<file path="src/rtl/uart_rx_core.sv">
// Oversampled UART receiver with programmable divider, LSB-first data and valid/ready output.
// Optional parity check is compiled in when UART_RX_PARITY_EN is defined.
module uart_rx_core #(
    parameter int CLK_DIV    = 27,
    parameter int OVS        = 16,
    parameter int DATA_BITS  = 8,
    parameter int PARITY_ODD = 0
) (
    input  logic                 clk,
    input  logic                 n_rst,
    input  logic                 rxd,
    output logic [DATA_BITS-1:0] data,
    output logic                 data_valid,
    input  logic                 data_ready,
    output logic                 frame_err,
    output logic                 parity_err,
    output logic                 overrun
);

    // state  | meaning
    // IDLE   | line idle, waiting for a 1->0 edge on rxd_s
    // START  | timing to mid start bit to confirm it is still low
    // DATA   | sampling DATA_BITS data bits at mid-bit, LSB first
    // PARITY | sampling the parity bit (only with UART_RX_PARITY_EN)
    // STOP   | sampling mid stop bit, then deliver / flag the word
    typedef enum logic [2:0] {
        IDLE   = 3'd0,
        START  = 3'd1,
        DATA   = 3'd2,
        PARITY = 3'd3,
        STOP   = 3'd4
    } state_t;

    localparam int TW = (CLK_DIV > 1) ? $clog2(CLK_DIV) : 1;
    localparam int OW = $clog2(OVS);
    localparam int BW = $clog2(DATA_BITS + 1);

    if ((OVS % 2) != 0 || OVS < 4) begin : g_bad_ovs
        $error("uart_rx_core: OVS must be even and >= 4");
    end
    if (DATA_BITS < 5 || DATA_BITS > 9) begin : g_bad_bits
        $error("uart_rx_core: DATA_BITS must be 5..9");
    end
    if (PARITY_ODD != 0 && PARITY_ODD != 1) begin : g_bad_par
        $error("uart_rx_core: PARITY_ODD must be 0 or 1");
    end

    state_t                 state;
    logic                   rxd_m;
    logic                   rxd_s;
    logic                   rxd_q;
    logic [TW-1:0]          tick_cnt;
    logic [OW-1:0]          ovs_cnt;
    logic [BW-1:0]          bit_cnt;
    logic [DATA_BITS-1:0]   shift_reg;
    logic                   par_bad;
    logic                   tick;
    logic                   ovs_last;
    logic                   ovs_half;

    assign tick     = (tick_cnt == TW'(CLK_DIV - 1));
    assign ovs_last = (ovs_cnt == OW'(OVS - 1));
    assign ovs_half = (ovs_cnt == OW'(OVS / 2 - 1));

    always_ff @(posedge clk or negedge n_rst) begin
        if (!n_rst) begin
            state      <= IDLE;
            rxd_m      <= 1'b1;
            rxd_s      <= 1'b1;
            rxd_q      <= 1'b1;
            tick_cnt   <= '0;
            ovs_cnt    <= '0;
            bit_cnt    <= '0;
            shift_reg  <= '0;
            par_bad    <= 1'b0;
            data       <= '0;
            data_valid <= 1'b0;
            frame_err  <= 1'b0;
            parity_err <= 1'b0;
            overrun    <= 1'b0;
        end else begin
            rxd_m      <= rxd;
            rxd_s      <= rxd_m;
            rxd_q      <= rxd_s;
            frame_err  <= 1'b0;
            parity_err <= 1'b0;
            overrun    <= 1'b0;

            if (data_valid && data_ready) begin
                data_valid <= 1'b0;
            end

            // Held at 0 in IDLE so the first tick lands CLK_DIV cycles after the edge.
            if (state == IDLE || tick) begin
                tick_cnt <= '0;
            end else begin
                tick_cnt <= tick_cnt + 1'b1;
            end

            case (state)
                IDLE: begin
                    if (rxd_q && !rxd_s) begin
                        state   <= START;
                        ovs_cnt <= '0;
                    end
                end

                START: begin
                    if (tick) begin
                        if (ovs_half) begin
                            ovs_cnt <= '0;
                            if (!rxd_s) begin
                                state   <= DATA;
                                bit_cnt <= '0;
                                par_bad <= 1'b0;
                            end else begin
                                state <= IDLE;
                            end
                        end else begin
                            ovs_cnt <= ovs_cnt + 1'b1;
                        end
                    end
                end

                DATA: begin
                    if (tick) begin
                        if (ovs_last) begin
                            ovs_cnt   <= '0;
                            shift_reg <= {rxd_s, shift_reg[DATA_BITS-1:1]};
                            bit_cnt   <= bit_cnt + 1'b1;
                            if (bit_cnt == BW'(DATA_BITS - 1)) begin
`ifdef UART_RX_PARITY_EN
                                state <= PARITY;
`else
                                state <= STOP;
`endif
                            end
                        end else begin
                            ovs_cnt <= ovs_cnt + 1'b1;
                        end
                    end
                end

`ifdef UART_RX_PARITY_EN
                PARITY: begin
                    if (tick) begin
                        if (ovs_last) begin
                            ovs_cnt <= '0;
                            state   <= STOP;
                            // Ones across data plus parity bit must be even (or odd).
                            if ((^shift_reg ^ rxd_s) != (PARITY_ODD != 0)) begin
                                par_bad    <= 1'b1;
                                parity_err <= 1'b1;
                            end
                        end else begin
                            ovs_cnt <= ovs_cnt + 1'b1;
                        end
                    end
                end
`endif

                STOP: begin
                    if (tick) begin
                        if (ovs_last) begin
                            ovs_cnt <= '0;
                            state   <= IDLE;
                            if (!rxd_s) begin
                                frame_err <= 1'b1;
                            end else if (!par_bad) begin
                                if (!data_valid || data_ready) begin
                                    data       <= shift_reg;
                                    data_valid <= 1'b1;
                                end else begin
                                    overrun <= 1'b1;
                                end
                            end
                        end else begin
                            ovs_cnt <= ovs_cnt + 1'b1;
                        end
                    end
                end

                default: state <= IDLE;
            endcase
        end
    end

endmodule

</file>
<file path="config.mk">
export PLATFORM = sky130hd
export DESIGN_NAME = uart_rx_core
export DESIGN_NICKNAME = d
export VERILOG_FILES = /design/src/rtl/uart_rx_core.sv
export SDC_FILE = /design/constraint.sdc
export NUM_CORES = 1
export LEC_CHECK = 0
export CAP_MARGIN = 15
export CELL_PAD_IN_SITES_DETAIL_PLACEMENT = 0
export CELL_PAD_IN_SITES_GLOBAL_PLACEMENT = 1
export CORE_UTILIZATION = 25
export CTS_CLUSTER_DIAMETER = 80
export DETAILED_ROUTE_END_ITERATION = 8
export HOLD_SLACK_MARGIN = 0.06
export PLACE_DENSITY_LB_ADDON = 0.1
export SYNTH_ARGS = -nofsm -noshare
export SYNTH_HDL_FRONTEND = slang
export SYNTH_SLANG_ARGS = --single-unit
</file>
<file path="constraint.sdc">
create_clock -name clk -period 1.7 [get_ports clk]
set_input_delay 0.34 -clock clk [delete_from_list [all_inputs] [get_ports clk]]
set_output_delay 0.34 -clock clk [all_outputs]
set_load 0.05 [all_outputs]
</file>
# Word level (Yosys, flattened, before mapping)
# Cells that the tools add are included.
word_totals:
  output_inout_bits: 12
  word_cells: 85
  reg_bits: 38
op_classes:
  add_sub_neg: 3
  muxes: 38
  eq_ne: 17
  reduce_logical: 15
ops:
  columns: ["cell", "count"]
  rows:
  - ["$mux 4", 10]
  - ["$mux 3", 8]
  - ["$ne 2x2->1 const B", 8]
  - ["$mux 1", 15]
  - ["$pmux 3 s4", 1]
  - ["$pmux 4 s3", 1]
  - ["$add 4x1->4 const B", 2]
  - ["$eq 4x3->1 const B", 2]
  - ["$pmux 4 s2", 1]
  - ["$reduce_and 8->1", 1]
  - ["$reduce_and 6->1", 1]
  - ["$add 5x1->5 const B", 1]
  - ["$eq 5x5->1 const B", 1]
  - ["$mux 5", 1]
  - ["$reduce_and 5->1", 1]
  - ["$eq 4x4->1 const B", 1]
  - ["$ne 2x1->1 const B", 2]
  - ["$reduce_and 4->1", 1]
  - ["$eq 3x1->1 const B", 1]
  - ["$eq 3x2->1 const B", 1]
  - ["$eq 3x3->1 const B", 1]
  - ["$logic_not 3->1", 1]
  - ["$reduce_and 3->1", 1]
  - ["$reduce_bool 3->1", 1]
  - ["other kinds (6)", 9]

# Longest topological paths before layout
# Gate-level depths: netlist of the first run.
depth:
  ltp_word: 7
  mapped_depth: 8

# Worst setup path after synthesis of the first run
# OpenSTA, ideal clock, no wires.
synth_path:
  kind: "register to register"
  from: "register state[1]"
  to: "register bit_cnt[2]"
  synth_period_minus_slack_ns: 1.830
  arrival_ns: 1.701
  stages_incl_launch_ff: 6
  setup_ns: 0.129
  path_slack_ns: -0.130
  required_time_ns: 1.571
  path_cell_list: "dfrtp_1 -> buf_6 -> or4b_1 -> a2111o_1 -> o21ai_0 -> o21ai_0"
synth_between:
  elab_chain_len: 3
  elab_cells_between_ends: 10
  classes_between: "eq/ne (7); mux (1); reduce/logical (2)"
synth_lines:
  columns: ["item", "line_no", "source"]
  rows:
  - ["start: declaration", "48", "state_t state;"]
  - ["start signal: assignment", "67", "state <= IDLE;"]
  - ["start signal: assignment", "103", "state <= START;"]
  - ["start signal: assignment", "113", "state <= DATA;"]
  - ["$eq 3x1->1 or $eq 3x2->1 (tied branches)", "100", "case (state)"]
  - ["$ne 2x2->1 (no source line) or $reduce_bool 2->1 (tied branches)", null, null]
  - ["$reduce_and 6->1 (no source line)", null, null]
  - ["end signal: assignment", "130", "bit_cnt <= bit_cnt + 1'b1;"]
  - ["end: declaration", "54", "logic [BW-1:0] bit_cnt;"]
# Several ways; a longest one is shown, not always the timed one.
# A chain may end at the register's enable or synchronous reset.

# Final worst setup path of the first run
layout_path:
  from: "register state[1]"
  to: "register bit_cnt[1]"
# The elaborated chain is that of the path after synthesis.

==> flow_summary.yaml, run 1 <==
worst_setup_path:
  slowest_delay_ps: 530
  criticalPathCategory: "flip-flop to flip-flop"
  critPathArrivalTime_ps: 2020
  cp.required_ps: 1870
  cp_slowest_cell: "sky130_fd_sc_hd__a2111o_1"
  crit_path_cell_trace: "or4b_1 -> a2111o_1 -> buf_6 -> nand2_2 -> o21ai_1"
  worst_setup_path_end_kind: "flip-flop"
  worstSetupStartpointType: "flip-flop"
  critical_path.top_delay_family: "compound AO/OA/AOI/OAI gates"
  worstPathBufferInverterCount: 1
  crit_fanout: 5
cts:
  clock_latency_ps: 290
  clkSinkCount: 38
  ctsHtreeMaxLevel: 2
  cts.root.buffer_cell: "sky130_fd_sc_hd__clkbuf_8"
  clockBufferDepth: 2
  tritoncts_clock_tree: "yes"
  cts-buffers-inserted: 5
  clkTransAtPathRegs_ps: 80
power_and_ir_drop:
  powerDensity_nw_per_um2: 1140
  cellLeakagePower_nw: 1.16
  power.total_mw: 2.82
  ir_drop_mv: 0.316
finish:
  num_antenna_cells: 0
  post_route_cells_drive_above_1_share: 0.551
  fin_nets: 205
  final_cell_mix: "sky130_fd_sc_hd__buf_4 (40), sky130_fd_sc_hd__dfrtp_1 (33), sky130_fd_sc_hd__mux2_2 (18)"
  fin_area_sq_um: 2460
  final_common_cell: "sky130_fd_sc_hd__buf_4"
  syn_to_final_growth_pct: 43.6
  fillerInstances: 641
die:
  rows: 29
  fp.dieArea_sq_um: 7190
  die_w_um: 84.8
  fp.dieH_um: 84.8
  start_util: 0.264
  area_inside_the_core_boundary_sq_um: 6490
  io_pins: 16
synth:
  synth.largest_area_cell: "sky130_fd_sc_hd__dfrtp_1"
  synthDistinctLibCells: 38
  syn_avg_cell_area_sq_um: 12.0
  synth.cell_area_sq_um: 1710
  post-synth-top-area-fraction: 0.511
  flip_flop_and_latch_count_after_synthesis: 38
  mappedNetlistNets: 151
  synth_seq_area_share: 0.557
  syn_inst: 143
  synth.area.top_cells: "sky130_fd_sc_hd__dfrtp_1 (51%), sky130_fd_sc_hd__mux2_2 (12%), sky130_fd_sc_hd__dfstp_2 (4.6%)"
  yosys_warnings: 0
placed_design:
  finalWeightedCongestion: 0.720
  io_buffers: 14
  hpwlAfterDp_um: 2590
  dpl-instance-area_sq_um: 2160
sta:
  unrepaired_setup_endpoints_after_global_routing: "true"
  slew_viol_final: 0
  finalHoldViolCount: 0
  final.period_utilization: 1.08
  timing.final.crit_period_ps: 1840
  fmaxAchievable_mhz: 543
  final_report_setup_violation_count: 20
  finalClockSkew_ps: 10.9
  fin_worst_setup_slack_ps: -141
detailed_routing:
  drt_antenna_net_count: 0
  drt_pre_antenna_iters: 4
  first_iter_violations: 22
  total_detailed_routing_wirelength_um: 3830
  drcViolationCount: 0
  num_vias: 1273
  routed_wire_length_per_instance_um: 13.9
  detail_route.vias_per_cell: 4.63
flow_run:
  cap_viol_max_count: 0
global_route:
  grt-ovfl-total: 0
  globalRouteTotalUtil: 0.114
  via_count_of_the_first_global_routing_pass: 1366
  antenna_found_initial: 0
  pin_count_of_the_biggest_net_entering_global_routing: 22
  grt_pass1_wl_um: 6340
status:
  failed_checks: "setup timing"
  run_status: "finished with violations"
worst_hold_path:
  hold_path_class: "flip-flop to flip-flop"
cell type report:
class / instances / area, sq um / area share
multi-input cells: 95 / 845 / 0.343
clock inverters: 2 / 15.0 / 0.00610
repair buffers: 52 / 457 / 0.186
flip-flops and latches: 38 / 957 / 0.389
well taps: 77 / 96.3 / 0.0391
clock buffers: 6 / 72.6 / 0.0295
inverters: 5 / 18.8 / 0.00763
metrics by stage:
stage                      util  worst slack [ps]  setup TNS, ps  hold slack (ps)  cells
after floorplan               -              -109          -1030             44.4    143
after global placement    0.333              -157          -1810              311    259
after detailed placement  0.333              -142          -1550              311    259
after CTS                 0.363              -124          -1530              360    273
after global routing      0.379              -212          -3930              369    275
final                     0.379              -141          -1400              360    275
worst register-to-register path, delay by kind of cell (launching register included):
| family | cells | cell delay (ps) |
|---|---|---|
| and+or+nand+nor | 2 | 530 |
| DFF | 1 | 440 |
| buffers and inverters | 1 | 170 |
| AOI/OAI and AO/OA | 2 | 590 |
logic make-up after synthesis:
group                      share of synthesized area
DFF                                            0.557
AOI/OAI and AO/OA                             0.0752
other                                        0.00219
muxes                                          0.118
adders and majority gates                     0.0292
buffers and inverters                         0.0314
xor gates and xnor gates                      0.0204
and+or+nand+nor                                0.166
power breakdown:
part           internal, mW  switching [mW]
Clock                 0.289           0.318
Sequential             1.00          0.0863
Combinational         0.612           0.507
cells in the mapped netlist, drive strengths merged:
| cell type | count |
|---|---|
| clkbuf | 1 |
| xor2 | 3 |
| nor4b | 2 |
| nor2 | 11 |
| or3b | 3 |
| a2111o | 1 |
| dfstp | 3 |
| a211o | 1 |
| a21oi | 2 |
| inv | 5 |
| dfrtp | 35 |
| mux2 | 18 |
| nand3b | 2 |
| nand2b | 1 |
| nor3b | 1 |
| nor3 | 1 |
| buf | 4 |
| a32o | 1 |
| xnor2 | 1 |
| nand3 | 9 |
| nor2b | 3 |
| a31o | 1 |
| nand4b | 1 |
| o21ai | 11 |
| a31oi | 1 |
| or3 | 2 |
| nor4 | 1 |
| or4b | 1 |
| conb | 1 |
| and3 | 1 |
| nand2 | 9 |
| a21o | 1 |
| a21boi | 1 |
| ha | 4 |
layer usage:
metal	global-route usage	routed length [um]	vias up
li1	-	-	610
met1	0.129	1560	640
met2	0.208	2120	17
met3	0.0275	100	6
met4	0.0401	44	0
met5	0	0	-
what timing repair did:
action	4_1_cts	5_1_grt
hold endpoints to repair	14	0
setup buffers	5	1
endpoints found under the setup margin	27	27
resized for setup	26	16
pin swaps	7	14
cloned	0	1
hold buffers	1	0
path summary, 6_finish.rpt:
check	start	endpoint	slack (ps)	depth (start not counted)
setup / recovery	state[1]	bit_cnt[1]	-140	5
hold / removal	rxd_m	rxd_s	360	0
setup reg to reg	state[1]	bit_cnt[1]	-140	5
hold reg to reg	rxd_m	rxd_s	360	0
max in group asynchronous	n_rst	tick_cnt[4]	690	3
min in group asynchronous	n_rst	state[0]	530	2
(Power assumes the default switching activity.)
==> run 2, diff against run 1 <==
--- a/config.mk
+++ b/config.mk
@@ -8,9 +8,10 @@
 export CAP_MARGIN = 15
 export CELL_PAD_IN_SITES_DETAIL_PLACEMENT = 0
 export CELL_PAD_IN_SITES_GLOBAL_PLACEMENT = 1
-export CORE_UTILIZATION = 25
+export CORE_UTILIZATION = 35
 export CTS_CLUSTER_DIAMETER = 80
 export DETAILED_ROUTE_END_ITERATION = 8
+export DONT_BUFFER_PORTS = 1
 export HOLD_SLACK_MARGIN = 0.06
 export PLACE_DENSITY_LB_ADDON = 0.1
 export SYNTH_ARGS = -nofsm -noshare
==> run 2 against run 1 <==
Clock skew fell by 1.2 ps. Final area fell by 6.2%. Final cell count fell by 8.4%. Non-clock buffer count fell by 14. Utilization increased by 11 points. First-iteration DRC count grew to 2.5 times the previous value. Global-route usage is 4.1 points higher. Sequential share of layout area up 2.5 points. Combinational power about the same. Clock power increased by 8.6%. Sequential power about the same. Register-to-register slack improved by 50 ps. The run still ends with setup timing left.
==> flow_summary.yaml, run 2 (synthesis gave the netlist of run 1 again) <==
cts:
  clkTransAtPathRegs_ps: 80
  ctsHtreeMaxLevel: 2
  clkSinkCount: 38
  cts-buffers-inserted: 5
  cts.root.buffer_cell: "sky130_fd_sc_hd__clkbuf_8"
  clockBufferDepth: 2
  clock_latency_ps: 290
  tritoncts_clock_tree: "yes"
worst_setup_path:
  crit_path_cell_trace: "or4b_1 -> a2111o_1 -> buf_6 -> nand2_1 -> o21ai_0"
  critical_path.top_delay_family: "simple AND/OR/NAND/NOR gates"
  worst_setup_path_end_kind: "flip-flop"
  worstPathBufferInverterCount: 1
  worstSetupStartpointType: "flip-flop"
  critPathArrivalTime_ps: 1960
  crit_fanout: 7
  cp_slowest_cell: "sky130_fd_sc_hd__or4b_1"
  criticalPathCategory: "flip-flop to flip-flop"
  slowest_delay_ps: 490
  cp.required_ps: 1870
  reg2reg_slack_ps: -90
placed_design:
  finalWeightedCongestion: 0.737
  io_buffers: 0
  hpwlAfterDp_um: 2400
detailed_routing:
  num_vias: 1209
  detail_route.vias_per_cell: 4.80
  drt_pre_antenna_iters: 4
  routed_wire_length_per_instance_um: 13.7
  drcViolationCount: 0
  drt_antenna_net_count: 0
  first_iter_violations: 56
  total_detailed_routing_wirelength_um: 3450
die:
  fp.dieArea_sq_um: 5180
  die_w_um: 72.0
  area_inside_the_core_boundary_sq_um: 4720
  fp.dieH_um: 72.0
  rows: 25
  io_pins: 16
  start_util: 0.363
worst_hold_path:
  hold_path_class: "input port to flip-flop"
global_route:
  grt_pass1_wl_um: 5970
  pin_count_of_the_biggest_net_entering_global_routing: 39
  via_count_of_the_first_global_routing_pass: 1250
  antenna_found_initial: 0
  grt-ovfl-total: 0
  globalRouteTotalUtil: 0.155
finish:
  syn_to_final_growth_pct: 34.7
  final_cell_mix: "sky130_fd_sc_hd__dfrtp_1 (33), sky130_fd_sc_hd__buf_4 (32), sky130_fd_sc_hd__mux2_2 (18)"
  fin_nets: 192
  num_antenna_cells: 0
  fin_util: 0.489
  post_route_cells_drive_above_1_share: 0.492
  final_common_cell: "sky130_fd_sc_hd__dfrtp_1"
power_and_ir_drop:
  cellLeakagePower_nw: 1.08
  power.share.switching: 0.314
  power.share.combinational: 0.386
  powerDensity_nw_per_um2: 1230
  sequentialPowerShare: 0.383
  power.net_switching_mw: 0.894
  share_clk_of_total_power: 0.231
  internal-power_mw: 1.95
  ir_drop_mv: 0.528
sta:
  final.period_utilization: 1.06
  fmaxAchievable_mhz: 558
  finalSetupTns_ps: -1050
  finalClockSkew_ps: 9.69
  unrepaired_setup_endpoints_after_global_routing: "true"
  final_report_setup_violation_count: 17
  timing.final.crit_period_ps: 1790
  slew_viol_final: 0
  fin_worst_setup_slack_ps: -93.7
  finalHoldViolCount: 0
  finalHoldWorstSlack_ps: 355
status:
  failed_checks: "setup timing"
  run_status: "finished with violations"
flow_run:
  cap_viol_max_count: 0
run 2: worst paths after layout:
kind                            startpoint         end  cells past startpoint
worst max-delay path              state[1]  bit_cnt[0]                      5
worst min-delay path            data_ready     overrun                      2
worst max register to register    state[1]  bit_cnt[0]                      5
worst min register to register       rxd_m       rxd_s                      0
max in group asynchronous            n_rst       rxd_q                      2
min in group asynchronous            n_rst  ovs_cnt[2]                      2
run 2: per-stage QoR:
step / area, sq um / total power [mW] / std cells / setup slack (ps)
floorplan: 1750 / 1.63 / 143 / -109
global placement: 1990 / 1.95 / 232 / -126
detailed placement: 1990 / 1.98 / 232 / -170
CTS: 2200 / 2.73 / 246 / -124
global route: 2310 / 3.06 / 252 / -245
finish: 2310 / 2.85 / 252 / -93.7
run 2: power groups by stage:
| stage | Sequential [mW] | Combinational (mW) | Clock, mW |
|---|---|---|---|
| after global routing | 1.11 | 1.21 | 0.731 |
| after detailed placement | 1.11 | 0.871 | 0 |
| after CTS | 1.09 | 0.951 | 0.689 |
| after floorplan | 1.08 | 0.549 | 0 |
| final | 1.09 | 1.10 | 0.659 |
| after global placement | 1.10 | 0.849 | 0 |
run 2: layer usage:
layer / wire length (um) / global-route usage / part of all wire
met5: 0 / 0 / 0
met2: 1780 / 0.256 / 0.52
met1: 1510 / 0.195 / 0.44
met4: 36 / 0.0588 / 0.010
met3: 125 / 0.0431 / 0.036
run 2: final cells by class:
| cell class | count | area, sq um |
|---|---|---|
| clock inverter | 2 | 16.3 |
| tap | 67 | 83.8 |
| sequential | 38 | 957 |
| multi-input combinational | 96 | 837 |
| inverter | 5 | 18.8 |
| timing repair buffer | 38 | 314 |
| fill | 445 | 2410 |
| clock buffer | 6 | 82.6 |
run 2: what timing repair did:
| item | in CTS | in global routing |
|---|---|---|
| cloned | 1 | 0 |
| endpoints found under the setup margin | 27 | 29 |
| buffers inserted | 2 | 6 |
| pin swaps | 9 | 12 |
| gates resized for setup | 16 | 15 |
| hold buffers | 3 | 0 |
| endpoints found under the hold margin | 39 | 0 |
==> run 3, diff against run 2 <==
==> constraint.sdc (replaced) <==
create_clock -name clk -period 1.6 [get_ports clk]
set_input_delay 0.32 -clock clk [delete_from_list [all_inputs] [get_ports clk]]
set_output_delay 0.32 -clock clk [all_outputs]
set_load 0.05 [all_outputs]
==> run 3 against run 2 <==
Global-route usage shrank 0.42 points. Hold slack lost 46 ps. Largest cell class unchanged. Critical endpoint is now data[7]. Clock power grew 52%. Die area is the same. Non-clock buffer count grew 9. Critical path depth is the same. Combinational power grew 11%. Final cell count grew 3.2%. The flow still finishes with violations (setup timing). Sequential power grew 6%.
==> flow_summary.yaml, run 3 (synthesis gave the netlist of run 1 again) <==
worst_setup_path:
  timing.rr.end: "data[7]"
  critPathArrivalTime_ps: 2040
  crit_fanout: 8
  reg2reg_slack_ps: -270
  worst_setup_path_end_kind: "flip-flop"
  criticalPathCategory: "flip-flop to flip-flop"
  cp.required_ps: 1770
  ff2ff_path_depth: 5
  reg2reg_from: "state[0]"
  worstSetupStartpointType: "flip-flop"
cts:
  cts.root.buffer_cell: "sky130_fd_sc_hd__clkbuf_8"
  clock_latency_ps: 290
  clockBufferDepth: 2
  ctsHtreeMaxLevel: 2
  clkSinkCount: 38
  clkTransAtPathRegs_ps: 80
  tritoncts_clock_tree: "yes"
  cts-buffers-inserted: 5
status:
  run_status: "finished with violations"
  failed_checks: "setup timing"
die:
  fp.dieArea_sq_um: 5180
  area_inside_the_core_boundary_sq_um: 4720
  start_util: 0.363
  io_pins: 16
  rows: 25
  fp.dieH_um: 72.0
  die_w_um: 72.0
detailed_routing:
  drt_antenna_net_count: 0
  first_iter_violations: 43
  total_detailed_routing_wirelength_um: 3480
  num_vias: 1249
  dr_wl_met2_um: 1880
  detail_route.vias_per_cell: 4.80
  drt_pre_antenna_iters: 4
  routed_wire_length_per_instance_um: 13.4
  met1_length_um: 1470
  met3RoutedLength_um: 110
  highest_layer: "met4"
  drcViolationCount: 0
placed_design:
  finalWeightedCongestion: 0.711
  hpwlAfterDp_um: 2360
  io_buffers: 0
power_and_ir_drop:
  ir_drop_mv: 0.657
  cellLeakagePower_nw: 1.15
  powerDensity_nw_per_um2: 1410
finish:
  fillerInstances: 421
  sequential_cell_area_sq_um: 958
  syn_to_final_growth_pct: 40.1
  fin_util: 0.509
  fin_nets: 200
  final_cell_mix: "sky130_fd_sc_hd__buf_4 (40), sky130_fd_sc_hd__dfrtp_1 (32), sky130_fd_sc_hd__mux2_2 (18)"
  num_antenna_cells: 0
  multi_input_area_sq_um: 820
  final_common_cell: "sky130_fd_sc_hd__buf_4"
  post_route_cells_drive_above_1_share: 0.523
sta:
  finalClockSkew_ps: 9.72
  fmaxAchievable_mhz: 535
  fin_worst_setup_slack_ps: -270
  final_report_setup_violation_count: 30
  finalHoldViolCount: 0
  finalHoldWorstSlack_ps: 309
  slew_viol_final: 0
  final.period_utilization: 1.17
  unrepaired_setup_endpoints_after_global_routing: "true"
  timing.final.crit_period_ps: 1870
worst_hold_path:
  hold_path_class: "input port to flip-flop"
  worstHoldEndpoint: "overrun"
  hold_path.startpoint: "data_ready"
  worst_hold_path.num_cells: 2
global_route:
  grt-ovfl-total: 0
  grt_pass1_wl_um: 5960
  antenna_found_initial: 0
  globalRouteTotalUtil: 0.151
  pin_count_of_the_biggest_net_entering_global_routing: 39
  via_count_of_the_first_global_routing_pass: 1330
flow_run:
  cap_viol_max_count: 0
==> run 3: changes by cell type in the layout (fill, tap and decap cells not counted), moves of 2 or more <==
cell / delta
sky130_fd_sc_hd__bufinv_16: +2
sky130_fd_sc_hd__o21ai_2: +2
sky130_fd_sc_hd__o21ai_1: -2
sky130_fd_sc_hd__nor2_1: +2
sky130_fd_sc_hd__buf_4: +8
==> run 3: routing by layer <==
layer  track usage  vias up
met4        0.0588        0
met2         0.262       16
met3        0.0417        2
met1         0.178      637
met5             0        -
li1              -      594
==> run 3: per-stage QoR <==
stage | power [mW] | TNS [ps] | setup slack (ps) | cell area [sq um] | cells
detailed placement | 2.09 | -4850 | -297 | 2030 | 237
global route | 3.59 | -8110 | -350 | 2400 | 260
finish | 3.38 | -5180 | -270 | 2400 | 260
global placement | 2.06 | -4420 | -278 | 2030 | 237
floorplan | 1.73 | -2870 | -208 | 1750 | 143
CTS | 3.29 | -5000 | -248 | 2340 | 255
==> run 3: worst max-delay path by stage <==
stage / startpoint / end / slack (ps)
final: state[0] / data[7] / -270
after global routing: tick_cnt[0] / data[7] / -350
after CTS: tick_cnt[0] / data[2] / -250
after detailed placement: tick_cnt[0] / data[5] / -300
after global placement: tick_cnt[0] / data[0] / -280
after floorplan: tick_cnt[0] / data[0] / -210
==> run 3: area by class of cell <==
cell class              instances  share of cell area
clock buffers                   6              0.0344
inverters                       5             0.00781
clock inverters                 2              0.0250
well taps                      67              0.0349
multi-input cells              95               0.341
flip-flops and latches         38               0.399
repair buffers                 47               0.158
==> run 3: worst max-delay path: stages, from the launching register on <==
cell,delay (ps)
sky130_fd_sc_hd__dfrtp_2,420
sky130_fd_sc_hd__buf_4,140
sky130_fd_sc_hd__or3b_4,400
sky130_fd_sc_hd__nor4_4,270
sky130_fd_sc_hd__nand3_4,190
sky130_fd_sc_hd__mux2_2,320
==> run 3: what timing repair did <==
action                     4_1_cts  5_1_grt
setup endpoints to repair       27       30
resized for setup               21        6
setup buffers                    7        5
pin swaps                       10        3
hold endpoints to repair        39        0
hold buffers                     3        0
==> run 3: report_power, final <==
group | internal [mW] | leakage (nW) | switching [mW] | total [mW]
clock | 0.665 | 0.0714 | 0.336 | 1.00
sequential | 1.07 | 0.509 | 0.0879 | 1.16
combinational | 0.699 | 0.567 | 0.523 | 1.22
total | 2.43 | 1.15 | 0.947 | 3.38
